<file path="src/rtl/instr_fetch_unit.sv">
// Instruction fetch front end: owns the fetch PC, drives the synchronous imem,
// tracks the single in-flight read and buffers returned words in a 2-entry
// FIFO presented to decode over a valid/ready handshake. A redirect flushes
// everything buffered or in flight and restarts fetch at the target.
module instr_fetch_unit #(
    parameter int unsigned          ADDR_W   = 12,
    parameter int unsigned          DATA_W   = 32,
    parameter logic [ADDR_W-1:0]    RESET_PC = '0
) (
    input  logic              clock,
    input  logic              reset,
    output logic [ADDR_W-1:0] address_imem,
    input  logic [DATA_W-1:0] q_imem,
    input  logic              redirect_valid,
    input  logic [ADDR_W-1:0] redirect_pc,
    output logic              instr_valid,
    input  logic              instr_ready,
    output logic [DATA_W-1:0] instr_out,
    output logic [ADDR_W-1:0] instr_pc
);

    logic [ADDR_W-1:0] fetch_pc;
    logic              inflight;
    logic [ADDR_W-1:0] inflight_pc;

    // Two-entry queue kept as a shift structure: slot 0 is always the head.
    logic [1:0]        count;
    logic [DATA_W-1:0] data0, data1;
    logic [ADDR_W-1:0] pc0, pc1;

    logic       push, pop, issue, write_low;
    logic [1:0] count_next;

    assign address_imem = fetch_pc;
    assign instr_valid  = (count != 2'd0);
    assign instr_out    = data0;
    assign instr_pc     = pc0;

    // Handshake, occupancy look-ahead and issue decision.
    always_comb begin
        pop        = instr_valid & instr_ready;
        push       = inflight;
        count_next = count + 2'(push) - 2'(pop);
        issue      = !redirect_valid && (count_next <= 2'd1);
        // The returning word lands in slot 0 only if the head is empty after this pop.
        write_low  = (count == 2'd0) || ((count == 2'd1) && pop);
    end

    // Fetch PC and in-flight tracking; a redirect cancels issue for this cycle.
    always_ff @(posedge clock or negedge reset) begin
        if (!reset) begin
            fetch_pc    <= RESET_PC;
            inflight    <= 1'b0;
            inflight_pc <= RESET_PC;
        end else if (redirect_valid) begin
            fetch_pc <= redirect_pc;
            inflight <= 1'b0;
        end else if (issue) begin
            inflight    <= 1'b1;
            inflight_pc <= fetch_pc;
            fetch_pc    <= fetch_pc + ADDR_W'(1);
        end else begin
            inflight <= 1'b0;
        end
    end

    // Queue update: flush on redirect, otherwise shift on pop and append on push.
    always_ff @(posedge clock or negedge reset) begin
        if (!reset) begin
            count <= 2'd0;
            data0 <= '0;
            data1 <= '0;
            pc0   <= '0;
            pc1   <= '0;
        end else if (redirect_valid) begin
            count <= 2'd0;
        end else begin
            count <= count_next;
            if (pop) begin
                data0 <= data1;
                pc0   <= pc1;
            end
            if (push) begin
                if (write_low) begin
                    data0 <= q_imem;
                    pc0   <= inflight_pc;
                end else begin
                    data1 <= q_imem;
                    pc1   <= inflight_pc;
                end
            end
        end
    end

    // The issue rule never lets a word return into a full queue that is not draining.
    assert property (@(posedge clock) disable iff (!reset)
        !(push && !pop && (count == 2'd2)));

endmodule

</file>
<file path="config.mk">
export PLATFORM = sky130hd
export DESIGN_NAME = instr_fetch_unit
export DESIGN_NICKNAME = d
export VERILOG_FILES = /design/src/rtl/instr_fetch_unit.sv
export SDC_FILE = /design/constraint.sdc
export NUM_CORES = 1
export LEC_CHECK = 0
export BUFFER_PORTS_ARGS = -buffer_cell sky130_fd_sc_hd__buf_2
export CAP_MARGIN = 10
export CORE_ASPECT_RATIO = 0.5
export CORE_MARGIN = 4
export CORE_UTILIZATION = 59
export CTS_CLUSTER_DIAMETER = 60
export DETAILED_ROUTE_END_ITERATION = 12
export HOLD_SLACK_MARGIN = 0.08
export PLACE_DENSITY = 0.94
export SYNTH_ARGS = -nofsm -noshare
export SYNTH_HDL_FRONTEND = slang
export SYNTH_SLANG_ARGS = --single-unit
</file>
<file path="constraint.sdc">
create_clock -name clock -period 3.7 [get_ports clock]
set_clock_uncertainty 0.05 [all_clocks]
set_input_delay 0.74 -clock clock [delete_from_list [all_inputs] [get_ports clock]]
set_output_delay 0.74 -clock clock [all_outputs]
set_load 0.01 [all_outputs]
</file>
* Yosys cells after proc, flatten, opt, wreduce, memory -nomap -nowiden *
Index checks and enable logic that the tools add are counted.

cells by class
  add/subtract/negate cells = 3
  $lt $le $gt $ge = 1
  equality and inequality tests = 1
  mux-type cells = 11
  bitwise gates (word level) = 3
  reduce and logical (&&, ||, !) cells = 9

operators with widths
  kind                     count
  $mux W32                 3
  $mux W12                 5
  $add A12 B1 Y12 const B  1
  $reduce_bool A2 Y1       2
  $reduce_and A3 Y1        1
  $add A2 B1 Y2            1
  $eq A2 B1 Y1 const B     1
  $le A2 B1 Y1 const B     1
  $logic_and A1 B1 Y1      2
  $logic_not A2 Y1         1
  $mux W1                  2
  $mux W2                  1
  $not A1 Y1               2
  $reduce_and A2 Y1        1
  $sub A2 B1 Y2            1
  $and A1 B1 Y1            1
  $logic_not A1 Y1         1
  $logic_or A1 B1 Y1       1

storage, ports and cells
  register bits after elaboration = 115
  input bits = 48
  output and inout bits = 57
  word-level logic and storage cells = 36

* Logic depth before layout (Yosys ltp) *
Gate-level depths: netlist of the first run.

  depth after elaboration = 7
  mapped depth = 8
  depth with buffers taken out = 7

* Worst setup path before layout of the first run *
No wires, ideal clock.

  kind = input port to flip-flop
  start = input port instr_ready
  end = register inflight_pc[2]
  arrival time = 2,321 ps
  data required time = 3,522 ps
  setup slack = 1,202 ps
  stages = 7
  path buffers = 1
  path through = and2b_2 > a21o_1 > ha_1 > a21boi_1 > nor3_2 > buf_2 > mux2_1

on the way
  word-level cells in the longest chain between the ends = 5

ends and longest elaborated chain
  what                                RTL line  text
  from (decl)                         17        input logic instr_ready,
  $and A1 B1 Y1                       41        pop = instr_valid & instr_ready;
  $sub A2 B1 Y2                       43        count_next = count + 2'(push) - 2'(pop);
  $le A2 B1 Y1                        44        issue = !redirect_valid && (count_next <= 2'd1);
  $logic_and A1 B1 Y1                 44
  $reduce_and A2 Y1 (no source line)  -
  to (signal assigned)                60        inflight_pc <= fetch_pc;
  to (decl)                           24        logic [ADDR_W-1:0] inflight_pc;

Every way passes these cells.
A chain may end at the register's enable or synchronous reset.

* Final worst setup path of the first run *
  start = input port instr_ready
  end = register fetch_pc[7] (netlist: address_imem[7])

on the way
  word-level cells in the longest chain between the ends = 5

ends and longest elaborated chain
  what                                 RTL line  text
  $and A1 B1 Y1                        41
  $sub A2 B1 Y2                        43
  $le A2 B1 Y1                         44
  $logic_and A1 B1 Y1                  44
  $reduce_bool A2 Y1 (no source line)  -
  to (signal assigned)                 56        fetch_pc <= redirect_pc;
  to (signal assigned)                 61        fetch_pc <= fetch_pc + ADDR_W'(1);
  to (decl)                            22        logic [ADDR_W-1:0] fetch_pc;

Every way passes these cells.

==> results of run 1 <==
==> metrics by stage <==
stage / util / cell area [um2] / hold slack (ps) / setup WS, ps / power, mW
2_1_floorplan: - / 5333 / 394.4 / 1202 / 2.397
3_3_place_gp: 0.6791 / 5934 / 416.3 / 1003 / 2.678
3_5_place_dp: 0.6791 / 5934 / 418.7 / 944.2 / 2.737
4_1_cts: 0.7479 / 6535 / 364.6 / 1349 / 4.396
5_1_grt: 0.7479 / 6535 / 375.0 / 1186 / 4.586
6_report: 0.7479 / 6535 / 335.8 / 1321 / 4.359
==> final timing paths <==
| path | end | slack (ps) | cells past startpoint |
|---|---|---|---|
| hold / removal | instr_out[20] | 340 | 1 |
| hold reg to reg | instr_pc[9] | 430 | 1 |
| min in group clock | instr_pc[9] | 430 | 1 |
| max in group asynchronous | instr_pc[8] | 2400 | 2 |
| setup reg to reg | address_imem[7] | 1370 | 7 |
| setup / recovery | address_imem[7] | 1320 | 8 |
==> flip-flops by register name, indices dropped and copies added, names as in the netlist <==
signal and cells:
data1 32, count 2, address_imem 12, inflight 1
inflight_pc 12, instr_out 32, pc1 12, instr_pc 12
==> kinds of logic (layout without fill, tap and decap cells) <==
group,after synthesis,count (layout),share of synthesized area
buf+inv,33,152,0.03519
flops,115,115,0.5397
fa+ha+maj,2,2,0.004692
compound gates,77,77,0.1168
mux,100,100,0.2008
simple gates,91,91,0.1028
==> layer usage <==
layer	global-route usage	wire [um]	vias to the layer above
met2	0.3820	5743	94
met3	0.06028	498	18
met4	0.08535	185	0
met1	0.3171	5357	1905
met5	0	0	-
li1	-	-	1758
==> power breakdown <==
group | internal (mW) | switching [mW]
clock | 1.08 | 0.553
sequential | 1.63 | 0.211
combinational | 0.470 | 0.412
total | 3.18 | 1.18
==> final cells by class <==
cell class	instances	area, um2
clock buffers	24	501.7
clock inverters	8	98.84
fillers	537	2203
inverters	3	11.26
multi-input cells	270	2278
flip-flops and latches	115	2878
well taps	117	146.4
repair buffers	117	620.6
==> Yosys cell counts, types with 3 or more instances <==
library cell	instances
o31ai_1	6
buf_2	9
nor2b_1	3
inv_1	3
clkbuf_1	11
buf_6	5
nor2_1	10
nand3_1	6
dfrtp_1	115
mux2i_1	44
nand2_1	5
nand2b_1	4
and2_1	44
or4_1	7
o2bb2ai_1	44
mux2_1	9
buf_4	4
o21ai_0	5
mux2_2	47
a31oi_1	9
==> worst register-to-register path: cells and delay by family, from the launching register on <==
family	cells	cell delay, ps
fa+ha+maj	1	160
compound gates	3	580
simple gates	3	1060
flops	1	400
==> placed cells by master, fill, tap and decap left out, types with 2 or more instances in the layout <==
cell type and instances:
a21o_1 2, a31oi_1 9, and2_1 44, buf_2 103, buf_4 14, bufinv_16 2, clkbuf_1 2, clkbuf_16 17
clkbuf_8 5, clkinv_2 3, clkinvlp_4 2, dfrtp_1 115, ha_1 2, inv_1 3, mux2_1 9, mux2_2 47
mux2i_1 44, nand2_1 5, nand2b_1 4, nand3_1 6, nor2_1 10, nor2b_1 3, o211ai_1 2, o21ai_0 5
o2bb2ai_1 44, o31a_1 2, o31ai_1 6, or3_1 2, or4_1 7
==> impl_results.md, run 1 <==
* Die Height at around 75 um
* Routed Antenna Nets at 0
* Final period utilization at 0.6431
* Buffers inserted by post-CTS timing repair at 0
* CTS max path bufs at 2
* CP max stage delay at roughly 540 ps
* CP arrival at 2640 ps
* Largest net degree at the start of global routing at 57
* Final setup vio count at 0
* R2r startpoint: count[0]
* Worst-Skew Late Latency at 400 ps
* Post-route DRC at 0
* Clock buffer count from CTS at 17
* Crit. End Element: flip-flop
* Post-Syn Area at around 5300 um2
* Post-synthesis average cell area at 12.76 um2
* Startpoint types: input pin
* Final hold vios at 0
* Register area share after synthesis at 0.5397
* Achievable Freq at 0.4203 GHz
* Root Buffer: clkbuf_16
* DIE WIDTH at 142.5 um
* DRT Pass-1 Iters at 4
* Yosys warning count at 0
* Hold WC Path Type: in2async
* Worst-path cell chain: buf_2 -> nor2b_1 -> a21o_1 -> ha_1 -> nand2b_1 -> o2111ai_2 -> or4_1 -> a31oi_1
* Worst path slowest cell: or4_1
* Pwr Density at ~670 nW/um2
* Kind of critical path: in2reg
* Final TNS setup at 0 ps
* Minimum clock period at between 2000 and 2500 ps
* Die area at 10720 um2
* CTS Sinks at 115
* IO buf count at 104
* Cells after Synth at ~420
* Core Region at 8738 um2
* Worst slew margin relative to its limit at 0.4494
* Fin cells at about 650
* Initial antenna violation count at 0
* Via density at a little under 6
* CTS tree: built
* Status: finished, final reports clean
* Final #Nets at 574
* RD Place Congestion at 0.7675
* Peak VDD IR at just over 0.4 mV
* Via count at 3775
* Diode count at 0
* WL final at 11.79 mm
* Io pins at roughly 110
* Buffer and inverter count on the worst path at 1
* Post-synth top flop: dfrtp_1
* Yosys top cell by area: dfrtp_1
* Post-synth top area share at 0.5397
* Cells after DPL at between 600 and 700
* EDFF count, synth at 0
* CP required at 3970 ps
* Worst Tran Pin Value at between 800 and 900 ps
* Synth Net Count at 468
* Main area contributors after synthesis: dfrtp_1 54%, mux2_2 9.9%, mux2i_1 8.3%
* First-pass GRT wire length at 19.59 mm
* Post-CTS resize count at 0
* Worst-path clk slew at 50 ps
* Asr flop ratio synth at 1.000
* Max cap viols at 0
* Gr usage total at 0.2363
* Layout cells sized above 1 at 0.3743
* Vias in the first global route at 3856
* Unrepaired setup endpoints after global routing: false
* LEAKAGE at 3.098 nW
* Final HPWL DP at 7.268 mm
* # rows at 24
* Slew Limit Fails at 0
* Synth-to-layout area growth at 22.55%
* CTS Hold Buffers Added at 0
* Drt initial violations at around 220
* Crit path max-delay family: simple AND/OR/NAND/NOR gates
* Synth Register Bits at 115
* Max FO, Critical Path at 10
* H-tree depth at 4
* Worst setup path start: instr_ready
* Post-synth cell types at 43
* Final global-route overflow total at 0
* Avg WL per Cell at 18.02 um
* Initial core utilization at 0.6103
(Power assumes the default switching activity.)
==> run 2: changes to the inputs <==
--- a/config.mk
+++ b/config.mk
@@ -5,15 +5,16 @@
 export SDC_FILE = /design/constraint.sdc
 export NUM_CORES = 1
 export LEC_CHECK = 0
+export ABC_AREA = 1
 export BUFFER_PORTS_ARGS = -buffer_cell sky130_fd_sc_hd__buf_2
 export CAP_MARGIN = 10
 export CORE_ASPECT_RATIO = 0.5
 export CORE_MARGIN = 4
-export CORE_UTILIZATION = 59
+export CORE_UTILIZATION = 55
 export CTS_CLUSTER_DIAMETER = 60
 export DETAILED_ROUTE_END_ITERATION = 12
 export HOLD_SLACK_MARGIN = 0.08
-export PLACE_DENSITY = 0.94
+export PLACE_DENSITY = 0.89
 export SYNTH_ARGS = -nofsm -noshare
 export SYNTH_HDL_FRONTEND = slang
 export SYNTH_SLANG_ARGS = --single-unit
==> constraint.sdc (replaced) <==
create_clock -name clock -period 2.45 [get_ports clock]
set_clock_uncertainty 0.05 [all_clocks]
set_input_delay 0.49 -clock clock [delete_from_list [all_inputs] [get_ports clock]]
set_output_delay 0.49 -clock clock [all_outputs]
set_load 0.01 [all_outputs]
==> run 2 against run 1 <==
Net effect:
- sequential share of layout area decreased by 0.14 points
- highest routed layer unchanged
- final cell count increased by 38%
- critical endpoint is now instr_pc[4]
- register-to-register slack got worse by 1100 ps
- largest cell class unchanged
==> impl_results.md, run 2 <==
* Status: finished, final reports clean
* Final period utilization at 0.8864
* Flop2flop setup slack at 280 ps (-1090 ps)
* Yosys top cell by area: dfrtp_1
* Post-synth top flop: dfrtp_1
* Peak VDD IR at 0.5688 mV (+37%)
* DR WL met3 at 1.228 mm (+150%)
* CP required at 2740 ps (-1230 ps)
* Io pins at 105 (unchanged)
* Internal cell power at 5.534 mW (+74%)
* Routed Antenna Nets at 0 (unchanged)
* Startpoint types: flip-flop
* Synth-to-layout area growth at 22.60% (about the same)
* Worst-path clk slew at 50 ps (about the same)
* Met1 wire length at 5.826 mm (+8.8%)
* Gate power share at 0.340 (+0.138)
* CTS tree: built
* Initial core utilization at 0.5661 (-0.04416)
* Asr flop ratio synth at 1.000 (unchanged)
* # rows at 25 (+4.2%)
* Metal2 WL at 6.883 mm (+20%)
* Fin cells at 902 (+38%)
* R2r startpoint: count[0]
* Synth Net Count at 706 (+51%)
* Post-synth cell types at 25 (-42%)
* Avg WL per Cell at 15.79 um (-12%)
* Final hold vios at 0 (unchanged)
* RD Place Congestion at 0.8700 (+13%)
* IO buf count at 104 (unchanged)
* Drt initial violations at 446 (+100%)
* Root Buffer: clkbuf_16
* EDFF count, synth at 0 (unchanged)
* Commonest non-fill, non-tap cells in the layout: 158 x nand2_1, 115 x dfrtp_1, 114 x o21ai_0
* Unrepaired setup endpoints after global routing: false
* Worst path slowest cell: a21oi_4
* Pwr Density at 1353 nW/um2 (+100%)
* Cells after DPL at 872 (+40%)
* Vias in the first global route at 4920 (+28%)
* Min Hold Slack at 251.3 ps (-84.46 ps)
* Clock buffer count from CTS at 17 (unchanged)
* Yosys warning count at 0 (unchanged)
* Achievable Freq at 0.4605 GHz
* Final global-route overflow total at 0 (unchanged)
* Clk pwr share at 0.273 (-0.101)
* Final setup vio count at 0 (unchanged)
* Synth Register Bits at 115 (unchanged)
* Switching Share at 0.3764 (+0.1064)
* Pre-CTS setup slack at 266.6 ps (-677.6 ps)
* Worst setup path start: count[0]
* Initial antenna violation count at 0 (unchanged)
* Via density at 5.341 (-7.5%)
* Gr usage total at 0.2632 (+0.02686)
* Top Layer Used: met4
* Post-synthesis average cell area at 8.152 um2 (-36%)
* Die Height at 77.73 um (+3.3%)
* Final TNS setup at 0 ps (unchanged)
* Layout cells sized above 1 at 0.2047 (-0.1696)
* Minimum clock period at 2172 ps
* Register area share after synthesis at 0.5381 (-0.001515)
* Worst reg-to-reg path cell count at 7 (unchanged)
* WP depth at 7 (-1)
* Crit path max-delay family: compound AO/OA/AOI/OAI gates
* Post-synth top area share at 0.5381 (-0.001515)
* CTS max path bufs at 2 (unchanged)
* LEAKAGE at 3.461 nW (+12%)
* Worst-Skew Late Latency at 410 ps (about the same)
* Reg2reg end: instr_pc[4]
* Register share of total power at 0.387 (-0.036)
* DRT Pass-1 Iters at 5 (+1)
* Crit path to: instr_pc[4]
* Worst slew margin relative to its limit at 0.2550 (-0.1944)
* Count leader, synth: nand2_1
* Buffer and inverter count on the worst path at 3 (+2)
* Via count at 4818 (+28%)
* Most used cell, CP: nand2_2
* Crit. End Element: flip-flop
* CP arrival at 2460 ps (-180 ps)
* WL final at 14.24 mm (+21%)
* Buffers inserted by post-CTS timing repair at 0 (unchanged)
* Main area contributors after synthesis: dfrtp_1 54%, nand2_1 11%, o21ai_0 11%
* Final HPWL DP at 8.652 mm (+19%)
* Cells after Synth at 656 (+57%)
* Utilization after layout at 0.6940 (-0.05381)
* H-tree depth at 4 (unchanged)
* Largest net degree at the start of global routing at 89 (+56%)
* Sw power at 3.340 mW (+180%)
* Post-Syn Area at 5348 um2 (+0.28%)
* Diode count at 0 (unchanged)
* Worst-path cell chain: inv_2 -> nand2_2 -> nand2_2 -> buf_4 -> a21oi_4 -> o21ai_0 -> inv_1
* Core Region at 9447 um2 (+8.1%)
* Slew Limit Fails at 0 (unchanged)
* First-pass GRT wire length at 23.95 mm (+22%)
* Top post-synthesis cells by count: 158 x nand2_1, 115 x dfrtp_1, 114 x o21ai_0
* CP max stage delay at 880 ps (+340 ps)
* Commonest non-fill, non-tap cell in the layout: nand2_1
* Max cap viols at 0 (unchanged)
* Setup ws final at 278.2 ps (-1042 ps)
* Post-route DRC at 0 (unchanged)
* Post-CTS resize count at 0 (unchanged)
* Max FO, Critical Path at 44 (+34)
* Hold WC Path Type: in2reg
* Final #Nets at 807 (+41%)
* Worst Tran Pin Value at 1115 ps (+293.0 ps)
* DIE WIDTH at 147.5 um (+3.5%)
* Die area at 11460 um2 (+7.0%)
* Kind of critical path: reg2reg
* CTS Sinks at 115 (unchanged)
[run 2: what timing repair did]
item,in CTS,in global routing
setup endpoints to repair,0,0
hold endpoints to repair,38,0
hold buffers,1,0
[run 2: power groups by stage]
stage	Sequential (mW)	Combinational [mW]	Clock, mW
floorplan	3.48	1.72	0
global placement	3.35	2.79	0
detailed placement	3.39	2.93	0
CTS	3.41	3.03	2.43
global route	3.53	3.42	2.54
finish	3.44	3.02	2.42
[run 2: final cells by class]
| type | count | area (um2) |
|---|---|---|
| inverter | 109 | 409.1 |
| sequential | 115 | 2878 |
| clock inverter | 5 | 75.07 |
| clock buffer | 24 | 501.7 |
| timing repair buffer | 118 | 668.1 |
| fill | 705 | 2890 |
| multi-input combinational | 396 | 1856 |
| tap | 135 | 168.9 |
[run 2: worst register-to-register path, stage by stage (launching register included)]
cell,delay (ps)
dfrtp_1,390
inv_2,80
nand2_2,90
nand2_2,70
buf_4,210
a21oi_4,880
o21ai_0,250
inv_1,100
[run 2: logic make-up (layout without fill, tap and decap cells)]
kind of cell,after synthesis,in the layout,synth area share
AO/OA/AOI/OAI,147,147,0.1406
XOR/XNOR,4,4,0.006551
adder cells (fa/ha/maj),2,2,0.004679
buffers and inverters,145,256,0.1149
flip-flops,115,115,0.5381
AND/OR/NAND/NOR,243,243,0.1951
[run 2: worst min path at each step]
stage,start,to,slack (ps),depth (start not counted)
final,redirect_pc[9],address_imem[9],250,3
after global routing,redirect_pc[4],address_imem[4],260,3
after CTS,redirect_pc[9],address_imem[9],240,3
after detailed placement,data1[15],data1[15],420,2
after global placement,pc1[11],pc1[11],410,2
after floorplan,reset,address_imem[0],140,0
[run 2: stage by stage]
step           area (um2)  power (mW)
2_1_floorplan        5348       5.201
3_3_place_gp         5969       6.143
3_5_place_dp         5969       6.326
4_1_cts              6556       8.872
5_1_grt              6556       9.491
6_report             6556       8.873
[run 2: metal layers]
metal,track usage,vias up
li1,-,2276
met1,0.3237,2265
met2,0.4440,235
met3,0.08460,42
met4,0.08922,0
met5,0,-
==> run 3: changes to the inputs <==
==> constraint.sdc (replaced) <==
create_clock -name clock -period 2.19 [get_ports clock]
set_clock_uncertainty 0.05 [all_clocks]
set_input_delay 0.438 -clock clock [delete_from_list [all_inputs] [get_ports clock]]
set_output_delay 0.438 -clock clock [all_outputs]
set_load 0.01 [all_outputs]
==> run 3 against run 2 <==
Net effect:
- clock-buffer cell count up 3
- sequential power grew 11%
- largest power group unchanged
- non-clock buffer count increased by 3
- critical path type unchanged
- combinational power is 12% higher
- register-to-register slack got worse by 160 ps
- clock power is 16% higher
==> impl_results.md, run 3 (same netlist as run 2, synthesis figures left out) <==
* Drt initial violations at 528 (+18%)
* Final setup vio count at 0 (unchanged)
* CTS max path bufs at 2 (unchanged)
* Status: finished, final reports clean
* IO buf count at 104 (unchanged)
* Unrepaired setup endpoints after global routing: true
* Final period utilization at 0.9447 (+0.05824)
* # rows at 25 (unchanged)
* Avg WL per Cell at 15.09 um (-4.4%)
* Core Region at 9447 um2 (unchanged)
* Final #Nets at 811 (+0.50%)
* Minimum clock period at 2069 ps (-102.9 ps)
* Pwr Density at 1505 nW/um2 (+11%)
* LEAKAGE at 3.491 nW (+0.86%)
* Pre-CTS setup slack at 31.39 ps (-235.2 ps)
* Tot Pwr at 9.986 mW (+13%)
* Die Height at 77.73 um (unchanged)
* Gr usage total at 0.2443 (-0.01894)
* Worst slew margin relative to its limit at 0.1346 (-0.1204)
* Vias in the first global route at 4723 (-4.0%)
* DRT Pass-1 Iters at 5 (unchanged)
* Worst-Skew Late Latency at 400 ps (about the same)
* Fin cells at 908 (+0.67%)
* Worst path slowest cell: a21oi_2
* Buffer and inverter count on the worst path at 2 (-1)
* Final global-route overflow total at 0 (unchanged)
* Filler cells at 687 (-2.6%)
* Met1 Usage GRT at 0.3187 (-0.004976)
* Achievable Freq at 0.4834 GHz (+5.0%)
* Routed Antenna Nets at 0 (unchanged)
* Commonest non-fill, non-tap cells in the layout: 158 x nand2_1, 115 x dfrtp_1, 114 x o21ai_0
* Largest net degree at the start of global routing at 89 (unchanged)
* CTS tree: built
* Post-CTS resize count at 0 (unchanged)
* Setup ws final at 121.1 ps (-157.1 ps)
* Die area at 11460 um2 (unchanged)
* Multi-input gate area at 1864 um2 (+0.47%)
* Worst-path cell chain: inv_2 -> nand2_2 -> nand2_2 -> a21oi_2 -> o21ai_1 -> inv_1
* Peak VDD IR at 0.6697 mV (+18%)
* RD Place Congestion at 0.8509 (-2.2%)
* Synth-to-layout area growth at 24.05%
* WL final at 13.70 mm (-3.8%)
* M2 GR Usage at 0.3945 (-0.04954)
* Root Buffer: clkbuf_16
* Final TNS setup at 0 ps (unchanged)
* Via count at 4884 (+1.4%)
* Initial antenna violation count at 0 (unchanged)
* Cells after DPL at 873 (+0.11%)
* M3 GR Usage at 0.05951 (-0.02509)
* Most used cell, CP: nand2_2
* Worst Tran Pin Value at 1298 ps (+183.0 ps)
* Via density at 5.379 (+0.70%)
* Worst-path clk slew at 50 ps (about the same)
* Sequential cell area at 2878 um2 (unchanged)
* Io pins at 105 (unchanged)
* Layout cells sized above 1 at 0.2057 (+0.0009985)
* Post-route DRC at 0 (unchanged)
* Kind of critical path: reg2reg
* First-pass GRT wire length at 22.61 mm (-5.6%)
* CP arrival at 2360 ps (-100 ps)
* Initial core utilization at 0.5661 (unchanged)
* Slew Limit Fails at 0 (unchanged)
* Hold WC Path Type: in2reg
* Final HPWL DP at 8.502 mm (-1.7%)
* Diode count at 0 (unchanged)
* Crit path max-delay family: compound AO/OA/AOI/OAI gates
* Final hold vios at 0 (unchanged)
* CP required at 2480 ps (-260 ps)
* CTS Sinks at 115 (unchanged)
* Max FO, Critical Path at 22 (-50%)
* Clock buffer count from CTS at 17 (unchanged)
* Gr busiest metal: met2
* Commonest non-fill, non-tap cell in the layout: nand2_1
* Crit. End Element: flip-flop
* Startpoint types: flip-flop
* CP max stage delay at 1050 ps (+170 ps)
* Max cap viols at 0 (unchanged)
* DIE WIDTH at 147.5 um (unchanged)
* H-tree depth at 4 (unchanged)
-- run 3: timing repair --
item | in CTS | in global routing
setup endpoints to repair | 0 | 8
buffers inserted | 0 | 2
hold endpoints to repair | 39 | 0
hold buffers | 1 | 0
-- run 3: area by class of cell --
type	instances	area share
clock inverters	4	0.01433
repair buffers	121	0.1079
well taps	135	0.02546
flip-flops and latches	115	0.4338
inverters	109	0.06167
clock buffers	27	0.07582
multi-input cells	397	0.2810
-- run 3: final timing paths --
path / start / end / slack [ps] / cells past startpoint
max reg2reg: count[1] / instr_out[5] / 120 / 6
min in group asynchronous: reset / instr_out[26] / 530 / 2
min: redirect_pc[5] / address_imem[5] / 200 / 3
min reg2reg: data1[25] / data1[25] / 430 / 2
max: count[1] / instr_out[5] / 120 / 6
max in group asynchronous: reset / instr_out[0] / 910 / 3
-- run 3: power by group --
part           switching, mW  internal (mW)  total, mW  leakage, nW
clock network          0.903           1.90       2.81        0.292
logic                   2.09           1.28       3.37         1.80
registers              0.676           3.14       3.81         1.40
-- run 3: metrics by stage --
stage	utilization	hold WS [ps]	instance area, um2
after floorplan	-	92.41	5348
after detailed placement	0.6340	415.2	5989
after CTS	0.6984	189.8	6598
after global routing	0.7023	209.4	6634
after global placement	0.6340	409.7	5989
final	0.7023	196.5	6634
-- run 3: worst reg2reg max path, delay by kind of cell (launching register included) --
kind,cells,cell delay [ps]
AOI/OAI and AO/OA,2,1200
DFF,1,370
and+or+nand+nor,2,230
buffers and inverters,2,160
-- run 3: routing by layer --
metal / vias up / routed length, um / part of all wire
li1: 2297 / - / -
met2: 254 / 6391 / 0.47
met5: - / 0 / 0
met1: 2281 / 5718 / 0.42
met3: 52 / 1152 / 0.084
met4: 0 / 438 / 0.032
